--- src/rtl/elevator_pkg.sv ---
// Shared types for the elevator car controller.
package elevator_pkg;

  localparam int FLOOR_W_DEF = 16;

  typedef enum logic [1:0] {
    IDLE   = 2'd0,
    MOVING = 2'd1,
    DOORS  = 2'd2
  } state_t;

  typedef enum logic {
    DIR_UP   = 1'b0,
    DIR_DOWN = 1'b1
  } dir_t;

endpackage

--- src/rtl/elev_tick_counter.sv ---
// Modulo-N cycle counter with synchronous clear and terminal-count pulse.
module elev_tick_counter #(
  parameter int N = 4
) (
  input  logic clk,
  input  logic rst,
  input  logic i_en,
  input  logic i_clr,
  output logic o_tc
);

  localparam int            CW     = (N > 1) ? $clog2(N) : 1;
  localparam logic [CW-1:0] L_LAST = CW'(N - 1);

  logic [CW-1:0] r_cnt;

  // tc is combinational so the owner can act on the same edge the count wraps
  assign o_tc = i_en && (r_cnt == L_LAST);

  // Count while enabled; wrap to 0 after the last count, clear has priority
  always_ff @(posedge clk or posedge rst) begin
    if (rst)                r_cnt <= '0;
    else if (i_clr || o_tc) r_cnt <= '0;
    else if (i_en)          r_cnt <= r_cnt + CW'(1);
  end

endmodule

--- src/rtl/elevator_car_ctrl.sv ---
// Car motion controller: takes the sorter's next floor, steps the car one
// floor per TRAVEL_CYCLES, holds doors open DOOR_CYCLES, feeds position back.
module elevator_car_ctrl
  import elevator_pkg::*;
#(
  parameter int FLOOR_W       = FLOOR_W_DEF,
  parameter int NUM_FLOORS    = 8,
  parameter int TRAVEL_CYCLES = 4,
  parameter int DOOR_CYCLES   = 6,
  parameter int RESET_FLOOR   = 0
) (
  input  logic               clk,
  input  logic               rst,
  input  logic [FLOOR_W-1:0] nextfloor,
  input  logic               empthy_upward_reg,
  input  logic               empthy_downward_reg,
  output logic [FLOOR_W-1:0] current_floor,
  output logic               moving_up,
  output logic               moving_down,
  output logic               door_open,
  output logic               arrived,
  output logic [FLOOR_W-1:0] served_floor,
  output logic               req_err
);

  localparam logic [FLOOR_W-1:0] L_NUM   = FLOOR_W'(NUM_FLOORS);
  localparam logic [FLOOR_W-1:0] L_TOP   = FLOOR_W'(NUM_FLOORS - 1);
  localparam logic [FLOOR_W-1:0] L_RESET = FLOOR_W'(RESET_FLOOR);

  state_t             r_state, w_state_nx;
  dir_t               r_dir, w_dir_nx;
  logic [FLOOR_W-1:0] r_target, w_target_nx;
  logic [FLOOR_W-1:0] r_floor, w_floor_nx;
  logic [FLOOR_W-1:0] r_served, w_served_nx;
  logic               r_up, w_up_nx;
  logic               r_dn, w_dn_nx;
  logic               r_door, w_door_nx;
  logic               r_arr, w_arr_nx;
  logic               r_err, w_err_nx;

  logic               w_pending;
  logic               w_tick_tc;
  logic               w_door_tc;
  logic [FLOOR_W-1:0] w_step;

  assign w_pending = !(empthy_upward_reg && empthy_downward_reg);
  assign w_step    = (r_dir == DIR_UP) ? r_floor + FLOOR_W'(1)
                                       : r_floor - FLOOR_W'(1);

  // Counters idle at 0 outside their state so each trip/door phase starts fresh
  elev_tick_counter #(.N(TRAVEL_CYCLES)) u_travel (
    .clk   (clk),
    .rst   (rst),
    .i_en  (r_state == MOVING),
    .i_clr (r_state != MOVING),
    .o_tc  (w_tick_tc)
  );

  elev_tick_counter #(.N(DOOR_CYCLES)) u_door (
    .clk   (clk),
    .rst   (rst),
    .i_en  (r_state == DOORS),
    .i_clr (r_state != DOORS),
    .o_tc  (w_door_tc)
  );

  // Next-state and next-output logic; every output is registered below
  always_comb begin
    w_state_nx  = r_state;
    w_dir_nx    = r_dir;
    w_target_nx = r_target;
    w_floor_nx  = r_floor;
    w_served_nx = r_served;
    w_up_nx     = 1'b0;
    w_dn_nx     = 1'b0;
    w_door_nx   = 1'b0;
    w_arr_nx    = 1'b0;
    w_err_nx    = 1'b0;
    case (r_state)
      IDLE: begin
        if (w_pending) begin
          if (nextfloor >= L_NUM) begin
            w_err_nx = 1'b1;
          end else if (nextfloor == r_floor) begin
            w_state_nx  = DOORS;
            w_arr_nx    = 1'b1;
            w_door_nx   = 1'b1;
            w_served_nx = r_floor;
          end else begin
            w_state_nx  = MOVING;
            w_target_nx = nextfloor;
            w_dir_nx    = (nextfloor > r_floor) ? DIR_UP : DIR_DOWN;
            w_up_nx     = (nextfloor > r_floor);
            w_dn_nx     = (nextfloor < r_floor);
          end
        end
      end
      MOVING: begin
        w_up_nx = (r_dir == DIR_UP);
        w_dn_nx = (r_dir == DIR_DOWN);
        if (w_tick_tc) begin
          w_floor_nx = w_step;
          if (w_step == r_target) begin
            w_state_nx  = DOORS;
            w_arr_nx    = 1'b1;
            w_door_nx   = 1'b1;
            w_served_nx = w_step;
            w_up_nx     = 1'b0;
            w_dn_nx     = 1'b0;
          end
        end
      end
      DOORS: begin
        w_door_nx = 1'b1;
        if (w_door_tc) begin
          w_state_nx = IDLE;
          w_door_nx  = 1'b0;
        end
      end
      default: w_state_nx = IDLE;
    endcase
  end

  // State and output registers; reset abandons any trip or door cycle
  always_ff @(posedge clk or posedge rst) begin
    if (rst) begin
      r_state  <= IDLE;
      r_dir    <= DIR_UP;
      r_target <= L_RESET;
      r_floor  <= L_RESET;
      r_served <= L_RESET;
      r_up     <= 1'b0;
      r_dn     <= 1'b0;
      r_door   <= 1'b0;
      r_arr    <= 1'b0;
      r_err    <= 1'b0;
    end else begin
      r_state  <= w_state_nx;
      r_dir    <= w_dir_nx;
      r_target <= w_target_nx;
      r_floor  <= w_floor_nx;
      r_served <= w_served_nx;
      r_up     <= w_up_nx;
      r_dn     <= w_dn_nx;
      r_door   <= w_door_nx;
      r_arr    <= w_arr_nx;
      r_err    <= w_err_nx;
    end
  end

  // Simulation guard: a step never leaves 0..NUM_FLOORS-1
  always @(posedge clk) begin
    if (!rst && r_state == MOVING && w_tick_tc)
      assert ((r_dir == DIR_UP) ? (r_floor < L_TOP) : (r_floor != '0));
  end

  assign current_floor = r_floor;
  assign served_floor  = r_served;
  assign moving_up     = r_up;
  assign moving_down   = r_dn;
  assign door_open     = r_door;
  assign arrived       = r_arr;
  assign req_err       = r_err;

endmodule

--- config.mk ---
export PLATFORM = sky130hd
export DESIGN_NAME = elevator_car_ctrl
export DESIGN_NICKNAME = d
export VERILOG_FILES = /design/src/rtl/elevator_pkg.sv /design/src/rtl/elev_tick_counter.sv /design/src/rtl/elevator_car_ctrl.sv
export SDC_FILE = /design/constraint.sdc
export NUM_CORES = 1
export LEC_CHECK = 0
export CAP_MARGIN = 20
export CORE_UTILIZATION = 55
export CTS_CLUSTER_DIAMETER = 100
export DETAILED_ROUTE_END_ITERATION = 10
export MAX_ROUTING_LAYER = met4
export PLACE_DENSITY = 0.86
export SLEW_MARGIN = 15
export SYNTH_ARGS = -nofsm -noshare
export SYNTH_HDL_FRONTEND = slang
export SYNTH_SLANG_ARGS = --single-unit
--- constraint.sdc ---
create_clock -name clk -period 4.15 [get_ports clk]
set_input_delay 0.6225 -clock clk [delete_from_list [all_inputs] [get_ports clk]]
set_output_delay 0.6225 -clock clk [all_outputs]
set_load 0.005 [all_outputs]
* Word-level counts from Yosys, hierarchy flattened
Cells that the tools add are included.
** Storage, ports and cells
- Flip-flop bits (word level) :: 61
- Input port bits :: 20
** Cells by class
- Add/subtract/negate cells :: 4
- $lt $le $gt $ge :: 3
- Equality and inequality tests :: 14
- Mux-type cells :: 42
- Bitwise logic cells :: 4
- Reductions and logical operators :: 13
** Operator list (count)
- $mux W16 :: 6
- $eq A16 B16 Y1 :: 2
- $pmux W16 S2 :: 1
- $mux W1 :: 20
- $add A16 B1 Y16 const B :: 1
- $ge A16 B4 Y1 const B :: 1
- $gt A16 B16 Y1 :: 1
- $lt A16 B16 Y1 :: 1
- $mux W2 :: 8
- $sub A16 B1 Y16 const B :: 1
- $ne A2 B2 Y1 const B :: 7
- $mux W3 :: 2
- $pmux W1 S2 :: 3
- $pmux W2 S3 :: 1
- $reduce_and A6 Y1 :: 1
- $reduce_bool A2 Y1 :: 3
- $reduce_and A5 Y1 :: 1
- $eq A2 B2 Y1 const B :: 2
- $not A1 Y1 :: 4
- $reduce_and A4 Y1 :: 1
- $add A3 B1 Y3 const B :: 1
- $eq A3 B3 Y1 const B :: 1
- $logic_and A1 B1 Y1 :: 3
- $pmux W1 S3 :: 1
- other kinds (6) :: 7

* Depth between registers and ports, before layout
- Word-level depth :: 6
- Depth in mapped cells :: 12
- Depth with buffers taken out :: 11

* Cells and area by module
Synthesis repeated with hierarchy kept, for this count alone.
** Second synthesis, totals
- Cells, all modules :: 460
- Area total of the unflattened synthesis :: 4314.1 um^2
** By module, submodules not included
- elevator_car_ctrl :: times used 1, cells an instance 430, area an instance 4021.4 um^2, sequential area each 1401.3 um^2
- elev_tick_counter (u_door) :: times used 1, cells an instance 19, area an instance 177.7 um^2, sequential area each 75.1 um^2
- elev_tick_counter (u_travel) :: times used 1, cells an instance 11, area an instance 115.1 um^2, sequential area each 50.0 um^2

* Worst setup path after synthesis
No wires, ideal clock.
- Path kind :: register to register
- Start point :: register r_dir
- End point :: register r_served[0], in the netlist served_floor[0]
- Library setup time :: 125 ps
- Arrival time :: 3289 ps
- Data required time :: 4025 ps
- Slack :: 736 ps
- Stages on the path, launching flop included :: 12
- Cells stage by stage :: dfrtp_1 -> fa_1 -> a211o_1 -> a211oi_4 -> nor2_2 -> o41ai_2 -> xnor2_1 -> xor2_1 -> nor4_4 -> a21oi_4 -> buf_6 -> mux2_4
** Between the ends
- Cells in the longest elaborated chain, start to end :: 4
- Elaborated cells on any way between the ends :: 7
- Those cells by class :: eq/ne (2); mux (4); reduce/logical (1)
** Ends and longest elaborated chain
- start: declaration :: line elevator_car_ctrl.sv:31 : dir_t r_dir, w_dir_nx;
- start signal: assignment :: line elevator_car_ctrl.sv:139 : r_dir <= w_dir_nx;
- $mux W16 (*) :: line elevator_car_ctrl.sv:47 : assign w_step = (r_dir == DIR_UP) ? r_floor + FLOOR_W'(1)
- $eq A16 B16 Y1 / $mux W16 (equally long branches) :: line elevator_car_ctrl.sv:103 : if (w_step == r_target) begin
- $ne A2 B2 Y1 (no source line) / $mux W16 (equally long branches)
- $reduce_and A6 Y1 (no source line) / $pmux W16 S2 (equally long branches)
- end signal: assignment :: line elevator_car_ctrl.sv:142 : r_served <= w_served_nx;
- end: declaration :: line elevator_car_ctrl.sv:34 : logic [FLOOR_W-1:0] r_served, w_served_nx;
Mark *: on every way between the ends. The rest lies on a longest branch, timed or not. The select of a mux whose other input is x is not followed.
A chain may end at the register's enable or synchronous reset.

* Final worst setup path
- Start point :: register r_dir
- End point :: register r_served[7], in the netlist served_floor[7]
Same word-level chain as after synthesis.

==> impl_metrics.yaml <==
synthesis:
  syn_area_per_cell_um2: 10.3
  synth.distinct_cells: 57
  synthCells: 380
  synthArstFlopShare_pct: 100
  synth_seq_cells: 61
  yosysWarnings: 0
  synth_compound_area_share_pct: 13.6
  synth_fa_ha_area_share_pct: 11.1
  ys.flop_type: "dfrtp_1"
  synth_top_family_by_area: "simple AND/OR/NAND/NOR gates"
  synth_enable_flop_cells: 0
  yosysSeqAreaShare_pct: 39.0
  muxShareOfSynthArea_pct: 9.56
  synthesis.area_um2: 3910
  synth-xor-area-share_pct: 8.28
  syn_nets: 434
  synthSimpleGateAreaFrac_pct: 14.6
clock_tree:
  clk_latency_ns: 0.36
  cts_made_buffers: 9
  clock_sinks: 61
  path_clk_slew_ns: 0.07
  ctsHoldBuffers: 0
  cts_setup_buffers: 0
  ctsHtreeMaxLevel: 3
  clock_path_buffers: 2
  cts_resized: 0
  root_buffer: "clkbuf_8"
  cts_tree: "yes"
placed_design:
  port-buffer-count: 56
  hpwl_um: 6870
  routabilityCongestion: 1.01
min_path:
  hp-class: "reg2reg"
power:
  ir_worst_vdd_mv: 0.232
  powerDensity_nw_per_um2: 249
  power_leakage_nw: 2.26
global_routing:
  grt.busiest_layer: "met2"
  grt_pass1_wl_um: 15400
  grt_max_degree: 56
  use_met2_pct: 45.2
  grt_overflow: 0
  grt_pass1_vias: 3186
  grt_use_total_pct: 28.2
  antenna_found_initial: 0
  grt_use_met3_pct: 5.52
  grtUsageMet1_pct: 34.8
sta:
  tns_ns: 0
  post-route-period-util_pct: 93.1
  worst_slew_pin_slew_ns: 0.933
  fin_skew_ns: 0.0108
  slew_headroom_pct: 37.7
  final-setup-viol-count: 0
  layout_min_cycle_time_ns: 3.86
  slew_viol_final: 0
  rsz0062_at_grt: "false"
  max_freq_mhz: 259
  hold_viol_final: 0
setup_path:
  crit_path_end_kind: "flop"
  start_kind: "flop"
  cpPeakStageDelay_ns: 0.61
  path_cells: "buf_4 > ha_1 > a21o_1 > a211oi_2 > nand3_1 > a221oi_1 > xnor2_1 > xnor2_1 > and4bb_1 > a21oi_4 > buf_4 > mux2_2"
  worst-setup-path-type: "reg2reg"
  cp_slowest_cell: "dfrtp_1"
  crit_arrival_ns: 4.11
  critical_path.max_fanout: 12
  required_ns: 4.40
finish:
  synthToLayoutAreaGrowth_pct: 22.0
  num_antenna_cells: 0
  final_util_pct: 69.9
  drive_gt1_share_pct: 13.5
  mostFrequentLayoutCell: "dfrtp_1"
  fin_nets: 493
  most-common-layout-cells: "dfrtp_1, clkdlybuf4s50_1, ha_1, nand2_1, mux2_2"
detailed_routing:
  drc: 0
  routed_wl_um: 9240
  ant_nets: 0
  avgViaCountPerCell: 5.68
  drtIter0Drc: 182
  wire_per_inst_um: 17.1
  via_count: 3065
  first_pass_iters: 4
die:
  fp.dieH_um: 86.4
  num_rows: 30
  die_x_um: 86.4
  start_util_pct: 57.3
  io_pins: 57
  core_um2: 6830
  die_area_um2: 7460
run_status:
  status: "finished clean"
flow_run:
  maxCapViolCount: 0
## state kept, by name, summed over array words and instances, names as in the netlist
signal / count
req_err: 1
r_state: 2
served_floor: 16
moving_down: 1
moving_up: 1
arrived: 1
u_travel.r_cnt: 2
door_open: 1
r_dir: 1
u_door.r_cnt: 3
current_floor: 16
r_target: 16
## metal layers
metal  share of wire [%]  vias up  wire, µm
met2                  49       93      4490
met1                  43     1494      3960
li1                    -     1458         -
met3                 6.4       20       589
met4                 2.2        0       202
met5                   0        -         0
## worst max-delay path, delay by kind of cell, from the launching register on
kind,cells,cell delay (ns)
muxes,1,0.36
xor gates and xnor gates,2,0.39
DFF,1,0.61
and+or+nand+nor,2,0.45
AOI/OAI and AO/OA,4,1.06
adders and majority gates,1,0.33
buffers and inverters,2,0.54
## through the flow
stage          worst slack (ns)  power (mW)  hold slack, ns  area [µm²]  cells
3_3_place_gp              0.504       0.666           0.431        4570    523
2_1_floorplan             0.736       0.636           0.419        3910    380
6_report                  0.288        1.19           0.460        4780    540
3_5_place_dp              0.344       0.669           0.447        4570    523
4_1_cts                   0.315        1.20           0.456        4760    539
5_1_grt                  0.0401        1.23           0.479        4780    540
## cell families after synthesis
group | Yosys count
fa+ha+maj | 34
flops | 61
simple gates | 106
buf+inv | 37
mux | 31
compound gates | 78
xor+xnor | 33
## synth_stat cells (5+ instances only)
| library cell | instances | area, µm² |
|---|---|---|
| ha_1 | 33 | 413 |
| xnor2_1 | 20 | 175 |
| clkbuf_1 | 8 | 30.0 |
| o21a_1 | 7 | 52.6 |
| a21o_1 | 7 | 52.6 |
| inv_1 | 23 | 86.3 |
| nor3_1 | 8 | 40.0 |
| xor2_1 | 10 | 87.6 |
| nand2b_1 | 5 | 31.3 |
| and2_1 | 16 | 100 |
| nor2_1 | 19 | 71.3 |
| nand3_1 | 7 | 35.0 |
| a21oi_1 | 17 | 85.1 |
| nand2_1 | 26 | 97.6 |
| o21ai_0 | 20 | 100 |
| mux2_4 | 7 | 105 |
| dfrtp_1 | 61 | 1530 |
| mux2_2 | 23 | 259 |
| nand4_1 | 5 | 31.3 |
## cell type report
| type | count | area, µm² |
|---|---|---|
| flip-flops and latches | 61 | 1530 |
| inverters | 23 | 87.6 |
| fillers | 527 | 2060 |
| well taps | 96 | 120 |
| repair buffers | 62 | 613 |
| multi-input cells | 282 | 2240 |
| clock buffers | 12 | 145 |
| clock inverters | 4 | 47.5 |
## power by group
group,total (mW),switching (mW),internal (mW)
sequential,0.596,0.000486,0.595
combinational,0.0627,0.0319,0.0308
clock,0.533,0.241,0.292
total,1.19,0.273,0.918
## final timing paths
check | from | end | slack (ns) | cells past startpoint
worst max-delay path | r_dir | served_floor[7] | 0.29 | 12
worst min-delay path | u_travel.r_cnt[0] | u_travel.r_cnt[0] | 0.46 | 1
worst max register to register | r_dir | served_floor[7] | 0.29 | 12
worst min register to register | u_travel.r_cnt[0] | u_travel.r_cnt[0] | 0.46 | 1
max in group asynchronous | rst | r_dir | 2.78 | 3
min in group asynchronous | rst | r_state[1] | 0.77 | 2
Note: power is estimated with default switching activity, not from simulation.
